`src/rtl/instr_prefetch.sv`:
```
// instr_prefetch: fetches 32-bit words over req/ack into a DEPTH-entry {pc, instr} queue for decode
module instr_prefetch #(
  parameter int DEPTH = 4,
  parameter logic [63:0] RESET_PC = 64'h2000
) (
  input  logic        clk,
  input  logic        reset,
  input  logic        redirect,
  input  logic [63:0] redirect_pc,
  output logic        mem_req,
  output logic [63:0] mem_addr,
  input  logic        mem_ack,
  input  logic [31:0] mem_rdata,
  output logic        out_valid,
  output logic [31:0] out_instr,
  output logic [63:0] out_pc,
  input  logic        out_ready
);
  localparam int AW = $clog2(DEPTH);
  localparam int CW = AW + 1;
  localparam logic [CW-1:0] FULL = CW'(DEPTH);
  typedef enum logic [1:0] {IDLE, REQ, KILL} state_t;
  state_t state, state_n;
  logic [63:0] fetch_pc, fetch_pc_n, addr_n;
  logic [CW-1:0] count, count_n;
  logic [AW-1:0] rd_ptr, wr_ptr;
  logic [63:0] pc_q [DEPTH];
  logic [31:0] instr_q [DEPTH];
  logic push, pop;
  assign mem_req = (state == REQ) || (state == KILL);
  assign out_valid = count != '0;
  assign out_instr = out_valid ? instr_q[rd_ptr] : '0;
  assign out_pc = out_valid ? pc_q[rd_ptr] : '0;
  assign pop = out_valid & out_ready & ~redirect;
  assign push = (state == REQ) & mem_ack & ~redirect;
  assign count_n = redirect ? '0 : count + CW'(push) - CW'(pop);
  // mem_addr only moves when a new request is launched, so it is stable while mem_req is high
  always_comb begin
    state_n = state;
    fetch_pc_n = fetch_pc;
    addr_n = mem_addr;
    case (state)
      IDLE:
        if (redirect) fetch_pc_n = redirect_pc;
        else if (count < FULL) begin
          state_n = REQ;
          addr_n = fetch_pc;
        end
      REQ:
        if (redirect) begin
          fetch_pc_n = redirect_pc;
          state_n = mem_ack ? IDLE : KILL;
        end else if (mem_ack) begin
          fetch_pc_n = fetch_pc + 64'd4;
          addr_n = fetch_pc + 64'd4;
          state_n = (count_n < FULL) ? REQ : IDLE;
        end
      KILL: begin
        if (redirect) fetch_pc_n = redirect_pc;
        if (mem_ack) state_n = IDLE;
      end
      default: state_n = IDLE;
    endcase
  end
  always_ff @(posedge clk or posedge reset)
    if (reset) begin
      state <= IDLE;
      fetch_pc <= RESET_PC;
      mem_addr <= RESET_PC;
      count <= '0;
      rd_ptr <= '0;
      wr_ptr <= '0;
    end else begin
      state <= state_n;
      fetch_pc <= fetch_pc_n;
      mem_addr <= addr_n;
      count <= count_n;
      rd_ptr <= redirect ? '0 : rd_ptr + AW'(pop);
      wr_ptr <= redirect ? '0 : wr_ptr + AW'(push);
    end
  always_ff @(posedge clk)
    if (push) begin
      pc_q[wr_ptr] <= fetch_pc;
      instr_q[wr_ptr] <= mem_rdata;
    end
endmodule

```
`config.mk`:
```
export PLATFORM = sky130hd
export DESIGN_NAME = instr_prefetch
export DESIGN_NICKNAME = d
export VERILOG_FILES = /design/src/rtl/instr_prefetch.sv
export SDC_FILE = /design/constraint.sdc
export NUM_CORES = 1
export LEC_CHECK = 0
export ABC_AREA = 1
export CAP_MARGIN = 40
export CORE_ASPECT_RATIO = 2
export CORE_MARGIN = 3
export CORE_UTILIZATION = 30
export CTS_CLUSTER_SIZE = 12
export DETAILED_ROUTE_END_ITERATION = 10
export GPL_ROUTABILITY_DRIVEN = 0
export PLACE_DENSITY_LB_ADDON = 0.3
export SLEW_MARGIN = 20
export SYNTH_ARGS = -nofsm -noshare
export SYNTH_HDL_FRONTEND = slang
export SYNTH_SLANG_ARGS = --single-unit
```
`constraint.sdc`:
```
create_clock -name clk -period 19.39 [get_ports clk]
set_input_delay 3.878 -clock clk [delete_from_list [all_inputs] [get_ports clk]]
set_output_delay 3.878 -clock clk [all_outputs]
set_load 0.03 [all_outputs]
```
==> Word level (Yosys, flattened, before mapping) <==
Memories as Yosys holds them, arrays and structs flattened.
Cells that the tools add are included.
{ "totals": {"register_bits": 137, "ramBits": 384, "inputBits": 101, "memories": 2} }
{ "mem_list": {"columns": ["memory", "depth", "word_bits", "read_ports", "rd_clocked_by_memory_dff", "write_ports", "line_no", "rtl"], "rows": [
  ["pc_q", 4, 64, 1, 0, 1, "27", "logic [63:0] pc_q [DEPTH];"],
  ["instr_q", 4, 32, 1, 0, 1, "28", "logic [31:0] instr_q [DEPTH];"]
]} }
{ "op_classes": {"add_sub_neg": 5, "n_lt_le_gt_ge": 2, "eq_ne": 9, "n_mux": 23, "n_bitwise": 5, "n_reduce_logical": 9} }
{ "op_table": {"columns": ["cell", "n"], "rows": [
  ["64-bit 2-to-1 mux", 7],
  ["64-bit one-hot mux with 2 select lines", 2],
  ["64-bit by 3-bit adder with 64-bit output (second input constant)", 1],
  ["32-bit 2-to-1 mux", 1],
  ["2-bit 2-to-1 mux", 8],
  ["2-bit inequality test (second input constant)", 5],
  ["3-bit < comparator (second input constant)", 2],
  ["2-bit one-hot mux with 3 select lines", 1],
  ["5-bit AND reduction", 1],
  ["2-bit by 1-bit adder with 2-bit output", 2],
  ["1-bit bitwise AND", 4],
  ["4-bit AND reduction", 1],
  ["2-bit nonzero test", 2],
  ["3-bit by 1-bit adder with 3-bit output", 1],
  ["1-bit 2-to-1 mux", 3],
  ["3-bit 2-to-1 mux", 1],
  ["3-bit inequality test (second input constant)", 1],
  ["3-bit AND reduction", 1],
  ["3-bit nonzero test", 1],
  ["3-bit by 1-bit subtractor with 3-bit output", 1],
  ["2-bit by 1-bit == test with 1-bit output (second input constant)", 1],
  ["2-bit == test (second input constant)", 1],
  ["2-bit zero test", 1],
  ["2-bit by 1-bit inequality test with 1-bit output (second input constant)", 1],
  ["other kinds (3)", 3]
]} }

==> Depth between registers and ports, before layout <==
Gate-level depths: netlist of run 1.
{ "depth": {"ltp_word": 11, "depth_mapped": 17} }

==> Worst setup path after synthesis of run 1 <==
No wires, ideal clock.
{ "synth_timing": {"path_kind": "input port to flip-flop", "start": "in redirect", "end": "mem instr_q[0][0], enable pin", "setup_ns": 0.669, "t_arrival_ns": 10.603, "slack_ns": 8.118, "stages": 3, "path_cell_list": "nor2_8 -> nand2_4 -> nor3_1"} }
{ "synth_between": {"elab_chain_len": 4} }
{ "synth_lines": {"columns": ["item", "line_no", "rtl"], "rows": [
  ["from (decl)", "8", "input logic redirect,"],
  ["1-bit NOT", "35", "assign push = (state == REQ) & mem_ack & ~redirect;"],
  ["1-bit bitwise AND", "35", null],
  ["1-bit 2-to-1 mux", "82", "if (push) begin"],
  ["1-bit 2-to-1 mux (not written as such)", "84", "instr_q[wr_ptr] <= mem_rdata;"],
  ["to (decl)", "28", null]
]} }
Every way passes these cells.

==> Final worst setup path of run 1 <==
{ "layout_timing": {"start": "reg rd_ptr[1]", "end": "out out_pc[9]"} }
{ "layout_between": {"elab_chain_len": 2} }
{ "layout_lines": {"columns": ["item", "line_no", "rtl"], "rows": [
  ["from (decl)", "26", "logic [AW-1:0] rd_ptr, wr_ptr;"],
  ["from (signal assigned)", "78", "rd_ptr <= redirect ? '0 : rd_ptr + AW'(pop);"],
  ["memory 4 x 64 bit", null, null],
  ["64-bit 2-to-1 mux", "33", "assign out_pc = out_valid ? pc_q[rd_ptr] : '0;"],
  ["to (decl)", "16", "output logic [63:0] out_pc,"]
]} }
Every way passes these cells.

==> out/metrics.csv, run 1 <==
metric;value;unit
Core ar.;77100;sq um
register share of total power;39.0;%
Ys Warns;0;
PD cells;160;nW/um^2
crit-path max FO;49;
Max-Slew Margin vs Limit;43.5;%
post-synthesis register bit count;521;
endpoints failing setup;0;
GRT Total Usage;18.6;%
RSZ-0062 raised after global routing;false;
io pins;263;
biggest area consumer among synthesized cells;edfxtp_1;
initial antenna violation count;2;
Worst VDD drop;0.0000903;V
clock root buffer;clkbuf_16;
crit path DAT;3820;ps
Starting Density;30.3;%
routed via count;18000;
fin. max-slew vios;0;
first-pass GRT wire length;114000;microns
min Tclk post-route;7700;ps
Final TNS setup;0;ps
Post-Synthesis Cells;2435;
Internal Pwr Total;2.60;mW
Lkg Pwr;10.7;nW
H-tree Lvls;2;
layout cells sized above 1;4.88;%
Setup Buffers After CTS;0;
Cell Area, Synth;23300;sq um
vias in the first global route;17500;
Initial DRT Pass Iterations;5;
status;finished clean;
Area Overhead vs Synth;22.9;%
CTS clock-pin slew for the worst setup and hold paths;60;ps
Clock Skews;28.6;ps
post-route ant nets;0;
Avg Cell Area, Syn;9.58;sq um
Skew-Pair Late Insertion Delay;610;ps
upper clock frequency limit;130;MHz
synthesized net count;2545;
Sw Ratio;43.4;%
synth top area cells;edfxtp_1, dfrtp_1, nor2_1, nand2_1, o21ai_0;
final worst-path cycle share;39.7;%
Final nets;2768;
Hold/Removal Path Class;flip-flop to flip-flop;
Critical Path RT;15510;ps
WL/cell;20.8;microns
switching power;1.99;mW
Logic pwr share;41.1;%
hold buffers post-CTS;0;
Clock Power Share;19.8;%
Cell variety after synth;35;
Vias/cell;4.87;
post-CTS resize count;0;
fin util;37.2;%
Routed WL;77300;microns
max cap viols;0;
largest net degree at the start of global routing;75;
Seq/Total Area, Yosys;64.1;%
clock sinks;521;
clk buf depth;3;
Remaining DRCs;0;
Hold Fails Final Rpt;0;
Yosys top cell area share;49.4;%
Placement Rows;144;
gr ovfl total;0;
critical path class;flip-flop to primary output;
CP Capture Type;primary output;
DRT iter0 DRCs;1286;
Port Buffers;262;
die area;81400;sq um
Detailed Place HPWL;52800;microns
Worst Setup Start Kind;flip-flop;
Die W;203;microns
pin slew with the least headroom to its limit;847;ps
Die Span Y;400;microns
Inserted Clock Buffers;51;
TritonCTS clock tree;built;
[cell type report]
class	count	area, sq um
repair buffers	297	3090
fillers	7773	48400
diodes	1	2.50
flip-flops and latches	521	15000
multi-input cells	1674	7450
clock inverters	7	52.6
clock buffers	71	1400
inverters	113	434
well taps	1022	1280
[sequential cells by signal (all words and copies together), names as in the netlist]
signal    cells
rd_ptr        2
pc_q        256
wr_ptr        2
count         3
state         2
instr_q     128
fetch_pc     64
mem_addr     64
[synthesized netlist by cell type]
cell and number:
nor2_1 602, nand2_1 439, edfxtp_1 384, o21ai_0 260, a21oi_1 173, dfrtp_1 135
inv_1 107, nand3_1 87, clkbuf_1 81, xor2_1 29, buf_2 23, buf_1 19
nand4_1 11, o21ai_1 10, o22ai_1 10, ha_1 8, nor2_2 8, o21a_1 7
nor3_1 6, o21bai_1 6, inv_2 5, xnor2_1 5, buf_4 3, nor2_4 3
a21oi_4 2, dfstp_2 2, nand2_2 2, a31oi_1 1, buf_6 1, clkinv_1 1
fa_1 1, nand2_4 1, nor2_8 1, o211ai_1 1, o21ai_2 1
[routing by layer]
| metal | vias up | part of all wire, % | track usage (%) | wire length [microns] |
|---|---|---|---|---|
| met5 | - | 0.018 | 0 | 14 |
| met4 | 2 | 5.3 | 9.08 | 4110 |
| met3 | 167 | 4.4 | 2.26 | 3370 |
| met2 | 584 | 52 | 33.0 | 39900 |
| met1 | 8702 | 39 | 22.0 | 29900 |
| li1 | 8594 | - | - | - |
[stage by stage]
step	hold slack [ps]	std cells	cell area [sq um]	worst slack (ps)	power, mW
global placement	459	3614	26900	11530	3.69
detailed placement	466	3625	27200	11900	3.72
CTS	483	3703	28600	11510	4.66
finish	479	3706	28700	11690	4.59
floorplan	471	2435	23300	8120	2.83
global route	494	3706	28700	11400	4.85
[layout by cell type (no fill, tap or decap), drive strengths merged, types with 2 or more instances in the layout]
cell type,count
a21oi,175
buf,35
clkbuf,71
clkdlybuf4s50,262
clkinv,8
dfrtp,135
dfstp,2
edfxtp,384
ha,8
inv,112
nand2,442
nand3,87
nand4,11
nor2,614
nor3,6
o21a,7
o21ai,271
o21bai,6
o22ai,10
xnor2,5
xor2,29
[power by group through the flow]
stage	clock (mW)	combinational (mW)	sequential, mW
floorplan	0	1.05	1.78
global placement	0	1.87	1.82
detailed placement	0	1.90	1.82
CTS	0.942	1.92	1.80
global route	0.982	2.06	1.81
finish	0.911	1.89	1.79
[path summary, 6_finish.rpt]
| check | cells after the start | from | endpoint | slack, ps |
|---|---|---|---|---|
| min reg2reg | 2 | mem_addr[23] | mem_addr[23] | 480 |
| min in group asynchronous | 2 | reset | mem_addr[60] | 3600 |
| max reg2reg | 13 | state[1] | mem_addr[36] | 14880 |
| max in group asynchronous | 3 | reset | rd_ptr[1] | 14650 |
| max | 6 | rd_ptr[1] | out_pc[9] | 11690 |
| min | 2 | mem_addr[23] | mem_addr[23] | 480 |
[cell families after synthesis]
| logic type | share of synthesized area (%) |
|---|---|
| fa+ha+maj | 0.515 |
| xor+xnor | 1.28 |
| buf+inv | 4.07 |
| simple gates | 19.6 |
| flops | 64.1 |
| compound gates | 10.4 |
[worst max-delay path, stage by stage (launching register included)]
cell             delay, ps
dfrtp_4                870
clkinv_2               570
buf_4                  470
nor2_1                 170
o21ai_0                 90
a21oi_1                210
clkdlybuf4s50_1        720
Note: power is estimated with default switching activity, not from simulation.
==> run 2, diff against run 1 <==
==> constraint.sdc (replaced) <==
create_clock -name clk -period 6.6 [get_ports clk]
set_input_delay 1.32 -clock clk [delete_from_list [all_inputs] [get_ports clk]]
set_output_delay 1.32 -clock clk [all_outputs]
set_load 0.03 [all_outputs]
==> run 2 against run 1 <==
Register-to-register slack worse by 12000 ps; wire length is 3.6% higher; first-iteration DRC count is 0.78% lower; power grew to 2.9 times the previous value; via count is 1.2% higher; sequential power grew to 3.0 times the previous value; critical path type unchanged.
==> out/metrics.csv, run 2 (same netlist as run 1, synthesis figures left out) <==
metric;value;unit
commonest non-fill, non-tap cells in the layout;nor2_1, nand2_1, edfxtp_1;
vias in the first global route;17900;
largest net degree at the start of global routing;99;
critical path, cell by cell;clkinv_2, buf_4, nor2_1, o21ai_0, a21oi_1, clkdlybuf4s50_1;
clock root buffer;clkbuf_16;
Hold/Removal Path Class;flip-flop to flip-flop;
pre-CTS setup slack;1760;ps
register share of total power;39.7;%
post-route ant nets;0;
Core ar.;77100;sq um
hold buffers post-CTS;0;
post-CTS resize count;0;
Vias/cell;4.93;
fin. max-slew vios;0;
WP buf/inv;3;
final worst-path cycle share;74.6;%
crit path DAT;3610;ps
cell area after layout;28600;sq um
initial antenna violation count;1;
clk buf depth;3;
Max-Slew Margin vs Limit;41.1;%
max reg flops;256;
WL/cell;21.6;microns
switching power;5.91;mW
Placement Rows;144;
max cap viols;0;
Multi-input gate area;7450;sq um
pin slew with the least headroom to its limit;884;ps
slowest stage delay, CP;740;ps
Sw Ratio;43.7;%
Die W;203;microns
layout cells sized above 1;4.77;%
Remaining DRCs;0;
min Tclk post-route;4930;ps
Area Overhead vs Synth;22.6;%
io pins;263;
Seq. cell area;15000;sq um
Lkg Pwr;10.7;nW
largest registers;pc_q: 256 flops, instr_q: 128 flops;
TritonCTS clock tree;built;
Worst VDD drop;0.000371;V
Port Buffers;262;
clock sinks;521;
die area;81400;sq um
CTS clock-pin slew for the worst setup and hold paths;60;ps
Clock Skews;15.9;ps
Inserted Clock Buffers;50;
DRT iter0 DRCs;1276;
first-pass GRT wire length;117000;microns
Detailed Place HPWL;54400;microns
critical path's slowest cell;clkdlybuf4s50_1;
status;finished clean;
Starting Density;30.3;%
Routed WL;80100;microns
placed cell areas;27100;sq um
Die Span Y;400;microns
Logic pwr share;40.6;%
Critical Path RT;5280;ps
Setup Buffers After CTS;0;
PD cells;473;nW/um^2
GRT Total Usage;19.1;%
Initial DRT Pass Iterations;7;
gr ovfl total;0;
Skew-Pair Late Insertion Delay;610;ps
Hold Fails Final Rpt;0;
routed via count;18300;
final worst-path setup slack;1670;ps
Internal Pwr Total;7.61;mW
Worst Setup Start Kind;flip-flop;
Clock Power Share;19.7;%
H-tree Lvls;2;
critical path class;flip-flop to primary output;
most flop-heavy register;pc_q;
upper clock frequency limit;203;MHz
RSZ-0062 raised after global routing;false;
crit-path max FO;42;
filler cell count;7837;
CP top delay family;buffers and inverters;
endpoints failing setup;0;
commonest non-fill, non-tap cell in the layout;nor2_1;
CP Capture Type;primary output;
Final nets;2767;
## run 2: cell count changes in the layout (fill, tap and decap cells not counted), moves of 2 or more
cell	before	now
buf_16	8	3
buf_12	4	7
clkbuf_16	53	51
clkinv_2	5	3
inv_16	0	2
## run 2: worst min-delay path, stage by stage, from the launching register on
cell and delay, ps:
dfrtp_1 340, nand2_1 50, nand2_1 60
## run 2: area by class of cell
type	instances	share of cell area, %
Antenna cell	2	0.0175
Sequential cell	521	52.3
Clock buffer	70	4.78
Tap cell	1022	4.47
Inverter	113	1.52
Timing Repair Buffer	297	10.6
Clock inverter	6	0.241
Multi-Input combinational cell	1674	26.0
## run 2: metal layers
metal	share of wire, %	vias up	GRT usage, %
met5	0	-	0
met4	6.3	0	10.6
met3	5.0	184	2.47
met2	51	637	34.2
met1	37	8840	22.0
li1	-	8600	-
## run 2: power groups by stage
stage	registers, mW	clock network (mW)	logic, mW
2_1_floorplan	5.22	0	3.09
3_3_place_gp	5.44	0	5.45
3_5_place_dp	5.45	0	5.50
4_1_cts	5.39	2.74	5.53
5_1_grt	5.42	2.84	6.00
6_report	5.37	2.66	5.49
## run 2: metrics by stage
stage / util, % / hold slack (ps) / power [mW] / TNS (ps) / instances
finish: 37.1 / 486 / 13.5 / 0 / 3705
global route: 37.1 / 510 / 14.3 / 0 / 3704
CTS: 37.1 / 489 / 13.7 / 0 / 3702
detailed placement: 35.2 / 472 / 10.9 / 0 / 3626
global placement: 35.1 / 464 / 10.9 / 0 / 3621
floorplan: - / 471 / 8.31 / -811760 / 2435
## run 2: path summary, 6_finish.rpt
check	startpoint	endpoint	slack, ps	depth (start not counted)
worst max register to register	state[0]	mem_addr[9]	2950	11
max in group asynchronous	reset	fetch_pc[50]	4650	3
worst min-delay path	mem_addr[33]	mem_addr[33]	490	2
worst max-delay path	rd_ptr[1]	out_pc[23]	1670	6
min in group asynchronous	reset	mem_addr[37]	1060	2
worst min register to register	mem_addr[33]	mem_addr[33]	490	2
==> run 3, diff against run 2 <==
==> constraint.sdc (replaced) <==
create_clock -name clk -period 4.7 [get_ports clk]
set_input_delay 0.94 -clock clk [delete_from_list [all_inputs] [get_ports clk]]
set_output_delay 0.94 -clock clk [all_outputs]
set_load 0.03 [all_outputs]
==> run 3 against run 2 <==
Worst hold slack got worse by 2.6 ps; wire length fell by 1.6%; first-iteration DRC count fell by 4.5%; die area did not move; clock skew rose by 9.6 ps; global-route usage fell by 0.32 points; combinational power rose by 43%; utilization rose by 0.067 points; via count fell by 0.32%; final cell count rose by 0.24%; critical path type unchanged; largest cell class unchanged.
==> out/metrics.csv, run 3 (same netlist as run 1, synthesis figures left out) <==
metric;value;unit
die area;81400;sq um
pin slew with the least headroom to its limit;865;ps
Area Overhead vs Synth;22.8;%
post-CTS resize count;0;
CTS clock-pin slew for the worst setup and hold paths;60;ps
max cap viols;0;
most flop-heavy register;pc_q;
Worst Setup Start Kind;flip-flop;
final worst-path cycle share;88.9;%
Final TNS setup;0;ps
Detailed Place HPWL;53700;microns
Reg2Reg Setup Slack;1930;ps
GRT Total Usage;18.8;%
CP top delay family;buffers and inverters;
Lkg Pwr;10.7;nW
layout cells sized above 1;4.83;%
Routed met3 length;3690;microns
largest registers;pc_q: 256 flops, instr_q: 128 flops;
hold buffers post-CTS;0;
Hold/Removal Path Class;flip-flop to flip-flop;
fin util;37.2;%
Max-Slew Margin vs Limit;42.4;%
critical path's slowest cell;clkdlybuf4s50_1;
switching power;8.35;mW
max reg flops;256;
clock sinks;521;
Hold Startpoint;mem_addr[13];
gr ovfl total;0;
TritonCTS clock tree;built;
RSZ-0062 raised after global routing;false;
Initial DRT Pass Iterations;6;
Worst VDD drop;0.000392;V
critical path class;flip-flop to primary output;
Port Buffers;262;
commonest non-fill, non-tap cells in the layout;nor2_1, nand2_1, edfxtp_1;
endpoints failing setup;0;
Critical Path RT;3760;ps
upper clock frequency limit;239;MHz
Skew-Pair Late Insertion Delay;610;ps
status;finished clean;
Die W;203;microns
Met1 Wirelength;29400;microns
cell area after layout;28700;sq um
Logic pwr share;41.3;%
crit-path max FO;41;
Clock Skews;25.5;ps
PD cells;664;nW/um^2
top layer in use;met4;
r2r startpoint;count[2];
placed cell areas;27200;sq um
vias in the first global route;17600;
fin. max-slew vios;0;
Sw Ratio;43.9;%
clock root buffer;clkbuf_16;
register share of total power;39.2;%
slowest stage delay, CP;740;ps
H-tree Lvls;2;
R2R depth;14;
min Tclk post-route;4180;ps
io pins;263;
WL/cell;21.2;microns
Vias/cell;4.90;
Remaining DRCs;0;
clk buf depth;3;
Clock Power Share;19.5;%
DRT iter0 DRCs;1218;
Internal Pwr Total;10.7;mW
initial antenna violation count;0;
Hold Path End;mem_addr[13];
largest net degree at the start of global routing;99;
Inserted Clock Buffers;50;
routed via count;18200;
Die Span Y;400;microns
filler cell count;7835;
Starting Density;30.3;%
Final nets;2769;
post-route ant nets;0;
Worst Hold Depth;2;
crit path DAT;3240;ps
Routed WL;78800;microns
critical path, cell by cell;inv_4, buf_4, o21ai_0, a21oi_1, clkdlybuf4s50_1;
WP buf/inv;3;
Hold Fails Final Rpt;0;
Core ar.;77100;sq um
ANT cells;0;
Setup Buffers After CTS;0;
Placement Rows;144;
CP Capture Type;primary output;
met2 WL;40500;microns
commonest non-fill, non-tap cell in the layout;nor2_1;
reg-to-reg critical path endpoint;state[0];
first-pass GRT wire length;115000;microns
run 3: worst max-delay path by stage:
stage               cells past startpoint  slack [ps]       endpoint       from
floorplan                               3        -690  instr_q[0][0]   redirect
global placement                       15        1040       state[0]   redirect
detailed placement                     15        1090       state[0]   redirect
CTS                                     5         460     out_pc[31]  rd_ptr[0]
global route                            5         310     out_pc[31]  rd_ptr[0]
finish                                  5         520     out_pc[29]  rd_ptr[0]
run 3: cell type report:
type                            instances  area [sq um]  area share, %
Clock inverter                          6          50.0          0.175
Timing Repair Buffer                  299          3060           10.7
Sequential cell                       521         15000           52.2
Tap cell                             1022          1280           4.46
Multi-Input combinational cell       1674          7470           26.1
Clock buffer                           79          1390           4.86
Inverter                              113           434           1.52
run 3: power by group through the flow:
stage | sequential (mW) | combinational [mW] | clock (mW)
floorplan | 7.32 | 4.34 | 0
detailed placement | 7.57 | 7.90 | 0
CTS | 7.48 | 7.93 | 3.83
global route | 7.53 | 8.52 | 3.97
finish | 7.46 | 7.86 | 3.71
global placement | 7.56 | 7.87 | 0
run 3: routing by layer:
metal | up-vias | GRT usage (%)
li1 | 8609 | -
met4 | 0 | 10.9
met2 | 594 | 33.6
met5 | - | 0
met3 | 187 | 2.44
met1 | 8813 | 21.4
run 3: worst min-delay path, cell delays in order (launching register included):
cell     delay [ps]
dfstp_2         370
nand2_1          60
nand2_1          50
run 3: stage by stage:
| step | total power, mW | std cells | setup slack [ps] | hold slack, ps |
|---|---|---|---|---|
| final | 19.0 | 3714 | 524 | 483 |
| after global routing | 20.0 | 3714 | 314 | 494 |
| after CTS | 19.2 | 3714 | 460 | 482 |
| after detailed placement | 15.5 | 3629 | 1090 | 468 |
| after global placement | 15.4 | 3628 | 1040 | 465 |
| after floorplan | 11.7 | 2435 | -686 | 471 |
